### config.mk
export PLATFORM = sky130hd
export DESIGN_NAME = branch_predictor_flat
export DESIGN_NICKNAME = d
export VERILOG_FILES = /design/src/rtl/branch_predictor_pkg.sv /design/src/rtl/branch_predictor_if.sv /design/src/rtl/branch_predictor.sv /design/src/flat_wrapper.sv
export SDC_FILE = /design/constraint.sdc
export NUM_CORES = 2
export LEC_CHECK = 0
export ABC_AREA = 0
export ABC_CLOCK_PERIOD_IN_PS = 5500
export BUFFER_PORTS_ARGS = -buffer_cell sky130_fd_sc_hd__clkbuf_2
export CELL_PAD_IN_SITES_DETAIL_PLACEMENT = 2
export CELL_PAD_IN_SITES_GLOBAL_PLACEMENT = 2
export CORE_ASPECT_RATIO = 1.4
export CORE_MARGIN = 1.5
export CORE_UTILIZATION = 46
export DETAILED_ROUTE_END_ITERATION = 7
export PLACE_DENSITY_LB_ADDON = 0.1
export SETUP_SLACK_MARGIN = 0.1
export SLEW_MARGIN = 20
export SYNTH_ARGS = -nofsm -noshare
export SYNTH_HDL_FRONTEND = slang
export SYNTH_SLANG_ARGS = --single-unit
### constraint.sdc
create_clock -name CLK -period 5.5 [get_ports CLK]
set_clock_uncertainty 0.15 [all_clocks]
set_input_delay 1.1 -clock CLK [delete_from_list [all_inputs] [get_ports CLK]]
set_output_delay 1.1 -clock CLK [all_outputs]
set_load 0.05 [all_outputs]
### src/rtl/branch_predictor_pkg.sv
// Shared types and helpers for the branch target buffer.
// Provides the default entry layout, counter reset/allocate constants and
// the saturating counter update used on branch resolution.
//
// Contents:
//   DEF_*              default geometry (16 entries, 2-bit counters)
//   btb_entry_t        {valid, tag, target, ctr} at the default widths
//   CTR_WEAK_TAKEN(w)  1 followed by w-1 zeros
//   CTR_WEAK_NT(w)     0 followed by w-1 ones (0 when w == 1)
//   sat_update(c,t,w)  +1 on taken / -1 on not taken, clamped to [0, 2^w-1]
package bpred_pkg;

   localparam int DEF_ENTRIES = 16;
   localparam int DEF_IDX_W   = 4;
   localparam int DEF_TAG_W   = 30 - DEF_IDX_W;
   localparam int DEF_CTR_W   = 2;

   typedef struct packed {
      logic                 valid;
      logic [DEF_TAG_W-1:0] tag;
      logic [31:0]          target;
      logic [DEF_CTR_W-1:0] ctr;
   } btb_entry_t;

   // Counter helpers work on a 32-bit container; callers cast to their width.
   function automatic logic [31:0] CTR_WEAK_TAKEN(input int w);
      return 32'd1 << (w - 1);
   endfunction

   function automatic logic [31:0] CTR_WEAK_NT(input int w);
      return (32'd1 << (w - 1)) - 32'd1;
   endfunction

   function automatic logic [31:0] sat_update(input logic [31:0] ctr,
                                              input logic        taken,
                                              input int          w);
      logic [31:0] max_val;
      max_val = (w >= 32) ? 32'hFFFF_FFFF : ((32'd1 << w) - 32'd1);
      if (taken)
         return (ctr == max_val) ? ctr : ctr + 32'd1;
      else
         return (ctr == 32'd0) ? ctr : ctr - 32'd1;
   endfunction

endpackage

### src/rtl/branch_predictor_if.sv
// Lookup / update / statistics bundle between the pipeline and the BTB.
// Zero-latency lookup, registered update; no backpressure (every update is taken).
//
// Modports:
//   master  pipeline side: drives lk_pc, upd_*, flush_all; reads predictions
//   slave   predictor side: the branch_predictor module
interface branch_predictor_if;

   logic [31:0] lk_pc;
   logic        lk_taken;
   logic [31:0] lk_target;

   logic        upd_en;
   logic [31:0] upd_pc;
   logic        upd_taken;
   logic [31:0] upd_target;
   logic        upd_pred_taken;
   logic [31:0] upd_pred_target;

   logic        mispredict;
   logic        flush_all;

   logic [31:0] stat_branches;
   logic [31:0] stat_mispredicts;

   modport master (
      output lk_pc,
      input  lk_taken, lk_target,
      output upd_en, upd_pc, upd_taken, upd_target, upd_pred_taken, upd_pred_target,
      input  mispredict,
      output flush_all,
      input  stat_branches, stat_mispredicts
   );

   modport slave (
      input  lk_pc,
      output lk_taken, lk_target,
      input  upd_en, upd_pc, upd_taken, upd_target, upd_pred_taken, upd_pred_target,
      output mispredict,
      input  flush_all,
      output stat_branches, stat_mispredicts
   );

endinterface

### src/rtl/branch_predictor.sv
// Direct-mapped BTB with per-entry saturating direction counters (IF lookup, EX update).
// Lookup and mispredict are combinational; table updates land on the next CLK edge.
// No backpressure: every upd_en is consumed the cycle it is presented (flush_all drops it).
//
// Ports:
//   CLK, nRST   clock, asynchronous active-low reset
//   bp (slave)  lk_pc -> lk_taken/lk_target; upd_* from EX; mispredict;
//               flush_all; stat_branches/stat_mispredicts
// Optional: define BRANCH_PREDICTOR_STATS_EN for saturating resolved-branch and
// misprediction counters; otherwise both stat outputs are tied to zero.
module branch_predictor
   import bpred_pkg::*;
#(
   parameter int ENTRIES = DEF_ENTRIES,
   parameter int CTR_W   = DEF_CTR_W
)(
   input  logic               CLK,
   input  logic               nRST,
   branch_predictor_if.slave  bp
);

   localparam int IDX_W = $clog2(ENTRIES);
   localparam int TAG_W = 30 - IDX_W;

   // Same field order as btb_entry_t, sized by this instance's parameters.
   typedef struct packed {
      logic             valid;
      logic [TAG_W-1:0] tag;
      logic [31:0]      target;
      logic [CTR_W-1:0] ctr;
   } entry_t;

   entry_t tbl [ENTRIES];

   // ------------------------------------------------------------------
   // Lookup (IF)
   // ------------------------------------------------------------------
   logic [IDX_W-1:0] lk_idx;
   logic [TAG_W-1:0] lk_tag;
   logic             lk_hit;
   logic             lk_taken_c;

   assign lk_idx     = bp.lk_pc[IDX_W+1:2];
   assign lk_tag     = bp.lk_pc[31:IDX_W+2];
   assign lk_hit     = tbl[lk_idx].valid && (tbl[lk_idx].tag == lk_tag);
   assign lk_taken_c = lk_hit && tbl[lk_idx].ctr[CTR_W-1];

   assign bp.lk_taken  = lk_taken_c;
   assign bp.lk_target = lk_taken_c ? tbl[lk_idx].target : 32'd0;

   // ------------------------------------------------------------------
   // Misprediction: a wrong direction, or a taken branch whose carried
   // target disagrees with the resolved one. Table state is not consulted.
   // ------------------------------------------------------------------
   logic mispredict_c;

   assign mispredict_c = bp.upd_en &&
                         ((bp.upd_pred_taken != bp.upd_taken) ||
                          (bp.upd_taken && (bp.upd_pred_target != bp.upd_target)));
   assign bp.mispredict = mispredict_c;

   // ------------------------------------------------------------------
   // Update (EX)
   // ------------------------------------------------------------------
   logic [IDX_W-1:0] upd_idx;
   logic [TAG_W-1:0] upd_tag;
   logic             upd_hit;

   assign upd_idx = bp.upd_pc[IDX_W+1:2];
   assign upd_tag = bp.upd_pc[31:IDX_W+2];
   assign upd_hit = tbl[upd_idx].valid && (tbl[upd_idx].tag == upd_tag);

   // Word-aligned PCs: the byte offset never participates in indexing.
   logic unused_pc_lsbs;
   assign unused_pc_lsbs = ^{bp.lk_pc[1:0], bp.upd_pc[1:0]};

   always_ff @(posedge CLK or negedge nRST) begin
      if (!nRST) begin
         for (int i = 0; i < ENTRIES; i++) begin
            tbl[i].valid  <= 1'b0;
            tbl[i].tag    <= '0;
            tbl[i].target <= 32'd0;
            tbl[i].ctr    <= CTR_W'(CTR_WEAK_NT(CTR_W));
         end
      end else if (bp.flush_all) begin
         // Only validity is dropped; counters and targets are left as-is.
         for (int i = 0; i < ENTRIES; i++) begin
            tbl[i].valid <= 1'b0;
         end
      end else if (bp.upd_en) begin
         if (upd_hit) begin
            tbl[upd_idx].ctr <= CTR_W'(sat_update(32'(tbl[upd_idx].ctr), bp.upd_taken, CTR_W));
            if (bp.upd_taken) begin
               tbl[upd_idx].target <= bp.upd_target;
            end
         end else if (bp.upd_taken) begin
            // Allocate on a taken miss, evicting whatever aliased here.
            // Not-taken misses never displace an existing entry.
            tbl[upd_idx] <= '{valid:  1'b1,
                              tag:    upd_tag,
                              target: bp.upd_target,
                              ctr:    CTR_W'(CTR_WEAK_TAKEN(CTR_W))};
         end
      end
   end

   // ------------------------------------------------------------------
   // Statistics
   // ------------------------------------------------------------------
`ifdef BRANCH_PREDICTOR_STATS_EN
   logic [31:0] stat_br_q;
   logic [31:0] stat_mp_q;

   // Counted on upd_en alone, so an update dropped by flush_all still counts.
   always_ff @(posedge CLK or negedge nRST) begin
      if (!nRST) begin
         stat_br_q <= 32'd0;
         stat_mp_q <= 32'd0;
      end else begin
         if (bp.upd_en && (stat_br_q != 32'hFFFF_FFFF)) begin
            stat_br_q <= stat_br_q + 32'd1;
         end
         if (mispredict_c && (stat_mp_q != 32'hFFFF_FFFF)) begin
            stat_mp_q <= stat_mp_q + 32'd1;
         end
      end
   end

   assign bp.stat_branches    = stat_br_q;
   assign bp.stat_mispredicts = stat_mp_q;
`else
   assign bp.stat_branches    = 32'd0;
   assign bp.stat_mispredicts = 32'd0;
`endif

endmodule

### src/flat_wrapper.sv
// flat-port wrapper written by rule: the top's interface ports become plain ports
module branch_predictor_flat import bpred_pkg::*;
#(
   parameter int ENTRIES = DEF_ENTRIES,
   parameter int CTR_W   = DEF_CTR_W
)
  (CLK, nRST, bp_lk_pc, bp_lk_taken, bp_lk_target, bp_upd_en, bp_upd_pc, bp_upd_taken, bp_upd_target, bp_upd_pred_taken, bp_upd_pred_target, bp_mispredict, bp_flush_all, bp_stat_branches, bp_stat_mispredicts);
  branch_predictor_if bp_i ();
  input  logic CLK;
  input  logic nRST;
  input wire logic [$bits(bp_i.lk_pc)-1:0] bp_lk_pc;
  output wire logic [$bits(bp_i.lk_taken)-1:0] bp_lk_taken;
  output wire logic [$bits(bp_i.lk_target)-1:0] bp_lk_target;
  input wire logic [$bits(bp_i.upd_en)-1:0] bp_upd_en;
  input wire logic [$bits(bp_i.upd_pc)-1:0] bp_upd_pc;
  input wire logic [$bits(bp_i.upd_taken)-1:0] bp_upd_taken;
  input wire logic [$bits(bp_i.upd_target)-1:0] bp_upd_target;
  input wire logic [$bits(bp_i.upd_pred_taken)-1:0] bp_upd_pred_taken;
  input wire logic [$bits(bp_i.upd_pred_target)-1:0] bp_upd_pred_target;
  output wire logic [$bits(bp_i.mispredict)-1:0] bp_mispredict;
  input wire logic [$bits(bp_i.flush_all)-1:0] bp_flush_all;
  output wire logic [$bits(bp_i.stat_branches)-1:0] bp_stat_branches;
  output wire logic [$bits(bp_i.stat_mispredicts)-1:0] bp_stat_mispredicts;
  assign bp_i.lk_pc = bp_lk_pc;
  assign bp_lk_taken = bp_i.lk_taken;
  assign bp_lk_target = bp_i.lk_target;
  assign bp_i.upd_en = bp_upd_en;
  assign bp_i.upd_pc = bp_upd_pc;
  assign bp_i.upd_taken = bp_upd_taken;
  assign bp_i.upd_target = bp_upd_target;
  assign bp_i.upd_pred_taken = bp_upd_pred_taken;
  assign bp_i.upd_pred_target = bp_upd_pred_target;
  assign bp_mispredict = bp_i.mispredict;
  assign bp_i.flush_all = bp_flush_all;
  assign bp_stat_branches = bp_i.stat_branches;
  assign bp_stat_mispredicts = bp_i.stat_mispredicts;
  branch_predictor #(.ENTRIES(ENTRIES), .CTR_W(CTR_W)) u_core (.CLK(CLK), .nRST(nRST), .bp(bp_i));
endmodule
==> flow_summary.ini <==
[clock_network]
clock_path_buffers = 3
insertion_delay_ps = 720
cts_tree = built
hold_buffers = 0
root_buffer = clkbuf_16
clock-sinks = 976
cts.htree.levels = 3
path_clk_slew_ps = 60
numCtsBuffers = 101

[global_route]
grt_overflow = 0
grt_use_total_pct = 30.52
antenna_found_initial = 5
grt_max_degree = 129
grt_first_pass_wirelength_um = 247200
grt_pass1_vias = 35489

[critical_path]
path_delay_family = buffers and inverters
critPathMaxFanout = 7
critPathArrivalTime_ps = 4550
ff2ff_path_depth = 12
end_kind = output pin
cp.required_ps = 4250
cp_cell_sequence = buf_16 -> buf_16 -> buf_16 -> buf_12 -> mux4_2 -> mux4_2 -> xor2_1 -> nor3_2 -> nand3_4 -> or4_4 -> buf_12 -> clkbuf_16 -> nor2b_4 -> buf_12
worstSetupPathType = input port to output pin
path_depth = 14
reg2reg_to = u_core.tbl[463]
r2r-start = u_core.tbl[234]
rrSetupSlack_ps = 1410
cp_slowest_cell = mux4_2
cp_slowest_stage_delay_ps = 530
path_buf_inv = 7
cp-start-kind = input port

[drt]
drt_wl_total_um = 166000
vias = 30444
antenna_left = 0
drc = 0
drt_iter0_markers = 1614
dr.pass1.iters = 6
vias_per_cell = 6.170
avgRoutedWirePerCell_um = 33.65

[finish]
regMostFlops = u_core.tbl
syn_to_final_growth_pct = 15.12
final_cells = 4934
largestRegisters = u_core.tbl x976
nFillCells = 9559
nNetsFinal = 3533
drive_above_1_share_pct = 55.47
largest_reg_flops = 976

[yosys]
synth-async-reset-ratio_pct = 100.0
ys_ff_latch = 976
yosysWarnings = 0
synth_cell_type_count = 62
yosysSeqAreaShare_pct = 48.70
synth_area_um2 = 50190
avgSynthCellArea_um2 = 15.41
synthCells = 3257
synth-edff-count = 0
ys.flop_type = dfrtp_1

[status]
status = finished, violations left
violations = negative setup slack

[power]
swShare_pct = 27.06
total_leakage_power_uw = 0.02630
power_frac_seq_pct = 45.9
p_int_uw = 13940
p_clk_share_pct = 37.4
netSwitchingPower_uw = 5173
vdd_drop_max_v = 0.0002686
comb_power_share_pct = 16.8
p_total_uw = 19120
p_per_area_nw_per_um2 = 330.9

[timing]
fmax_mhz = 172.4
period_share_pct = 105.5
setup_tns_ps = -9020
slew_headroom_pct = 23.58
grt_setup_unrepaired = true
setup_viol = 33
fin_crit_ps = 5801
setup_slack_ps = -300.6
hold_violations = 0
worst_pin_slew_ps = 1146
finalMaxSlewViolations = 0
hold_ws_ps = 255.6

[die]
design.die.area_um2 = 111100
start_util_pct = 46.29
ioPinCount = 232
core_um2 = 108400
die_height_um = 393.8
die_w_um = 282.2
num_rows = 143

[run]
maxCapViolCount = 0

[place]
gp_congestion = 0.8250
io_buffers = 163
dp_hpwl_um = 103300
dp_cells = 4725

[min_path]
min_path_type = input port to async pin
-- worst max-delay path by stage --
| stage | from | endpoint | slack [ps] |
|---|---|---|---|
| after global routing | bp_lk_pc[2] | bp_lk_target[3] | -330 |
| final | bp_lk_pc[2] | bp_lk_target[22] | -300 |
| after floorplan | bp_lk_pc[3] | bp_lk_target[10] | 100 |
| after detailed placement | bp_lk_pc[2] | bp_lk_target[1] | -780 |
| after global placement | bp_lk_pc[2] | bp_lk_target[1] | -770 |
| after CTS | bp_lk_pc[2] | bp_lk_target[3] | -250 |
-- cells in the final DEF, fill, tap and decap left out, types with 13 or more instances in the layout --
master / instances
nor2b_4: 32
conb_1: 64
nand2_1: 28
mux2_2: 830
xor2_1: 61
nor2b_1: 30
a221o_1: 16
a21o_1: 15
buf_12: 77
clkinv_2: 20
a22oi_1: 20
inv_1: 13
clkbuf_16: 102
mux4_2: 362
buf_16: 17
a21oi_1: 18
mux2i_1: 92
xnor2_1: 32
a221oi_1: 18
dfrtp_1: 960
buf_4: 129
a211oi_1: 18
dfstp_2: 16
o21ai_0: 14
nor3_1: 16
clkbuf_8: 25
clkbuf_2: 122
nand2_2: 16
mux2_4: 114
nor2_1: 38
clkbuf_1: 22
-- power by group through the flow --
stage / Combinational [µW] / Clock [µW] / Sequential (µW)
after detailed placement: 3130 / 0 / 8850
after global placement: 2960 / 0 / 8720
after CTS: 3220 / 7310 / 8740
after floorplan: 2300 / 0 / 8560
after global routing: 3400 / 7570 / 8860
final: 3200 / 7150 / 8770
-- routing by layer --
metal	global-route usage (%)	vias to the layer above	part of all wire, %
met3	3.693	345	3.7
met4	14.65	6	5.0
met5	0	-	0.030
met1	37.11	16883	39
met2	53.53	816	53
li1	-	12394	-
-- repair_timing --
action | in CTS | in global routing
buffers inserted | 8 | 3
endpoints found under the hold margin | 0 | 0
pin swaps | 6 | 9
gates cloned | 9 | 1
setup endpoints to repair | 33 | 33
resized for setup | 39 | 17
-- cell type report --
cell class                 count  area (µm²)  share of cell area, %
sequential                   976       24440                  42.31
multi-input combinational   1951       24270                  42.00
timing repair buffer         355        3730                  6.455
clock buffer                 148        2954                  5.113
tap                         1450        1814                  3.140
clock inverter                37       494.2                 0.8554
inverter                      14       65.06                 0.1126
antenna                        3       7.507                0.01299
-- cell usage after synthesis (all sizes together) (3+ instances only) --
master / count / area, µm²
a221o: 16 / 160.2
a21o: 15 / 112.6
mux2i: 92 / 920.9
a21oi: 18 / 90.09
xor2: 63 / 551.8
nand3: 10 / 50.05
buf: 249 / 1607
nor2: 55 / 336.6
nand2: 44 / 180.2
nor2b: 64 / 402.9
a22oi: 20 / 150.1
a221oi: 18 / 157.7
a2111oi: 4 / 41.29
and3: 6 / 38.79
or2: 3 / 18.77
o211ai: 3 / 22.52
mux2: 945 / 11070
o21ai: 14 / 70.07
clkbuf: 130 / 489.2
nand4: 8 / 50.05
o22ai: 12 / 75.07
nor3: 17 / 85.08
nand2b: 7 / 43.79
a211oi: 20 / 150.1
mux4: 366 / 8258
inv: 14 / 52.55
nor4: 11 / 68.82
a22o: 3 / 26.28
xnor2: 36 / 315.3
dfrtp: 960 / 24020
dfstp: 16 / 420.4
-- cells by family after synthesis --
| kind of cell | count (synthesis) | synth area share [%] |
|---|---|---|
| mux | 1403 | 40.34 |
| compound gates | 151 | 2.234 |
| buf+inv | 393 | 4.280 |
| xor+xnor | 99 | 1.728 |
| flops | 976 | 48.70 |
| fa+ha+maj | 2 | 0.03989 |
| other cells | 1 | 0.007472 |
| simple gates | 232 | 2.667 |
-- metrics by stage --
step	setup slack, ps	area, µm²	utilization (%)
after detailed placement	-775.4	53650	49.48
after CTS	-250.8	57620	53.14
after floorplan	101.2	50700	-
final	-300.6	57780	53.29
after global placement	-773.2	53650	49.48
after global routing	-325.7	57770	53.28
Power figures use the tool's default switching activity.
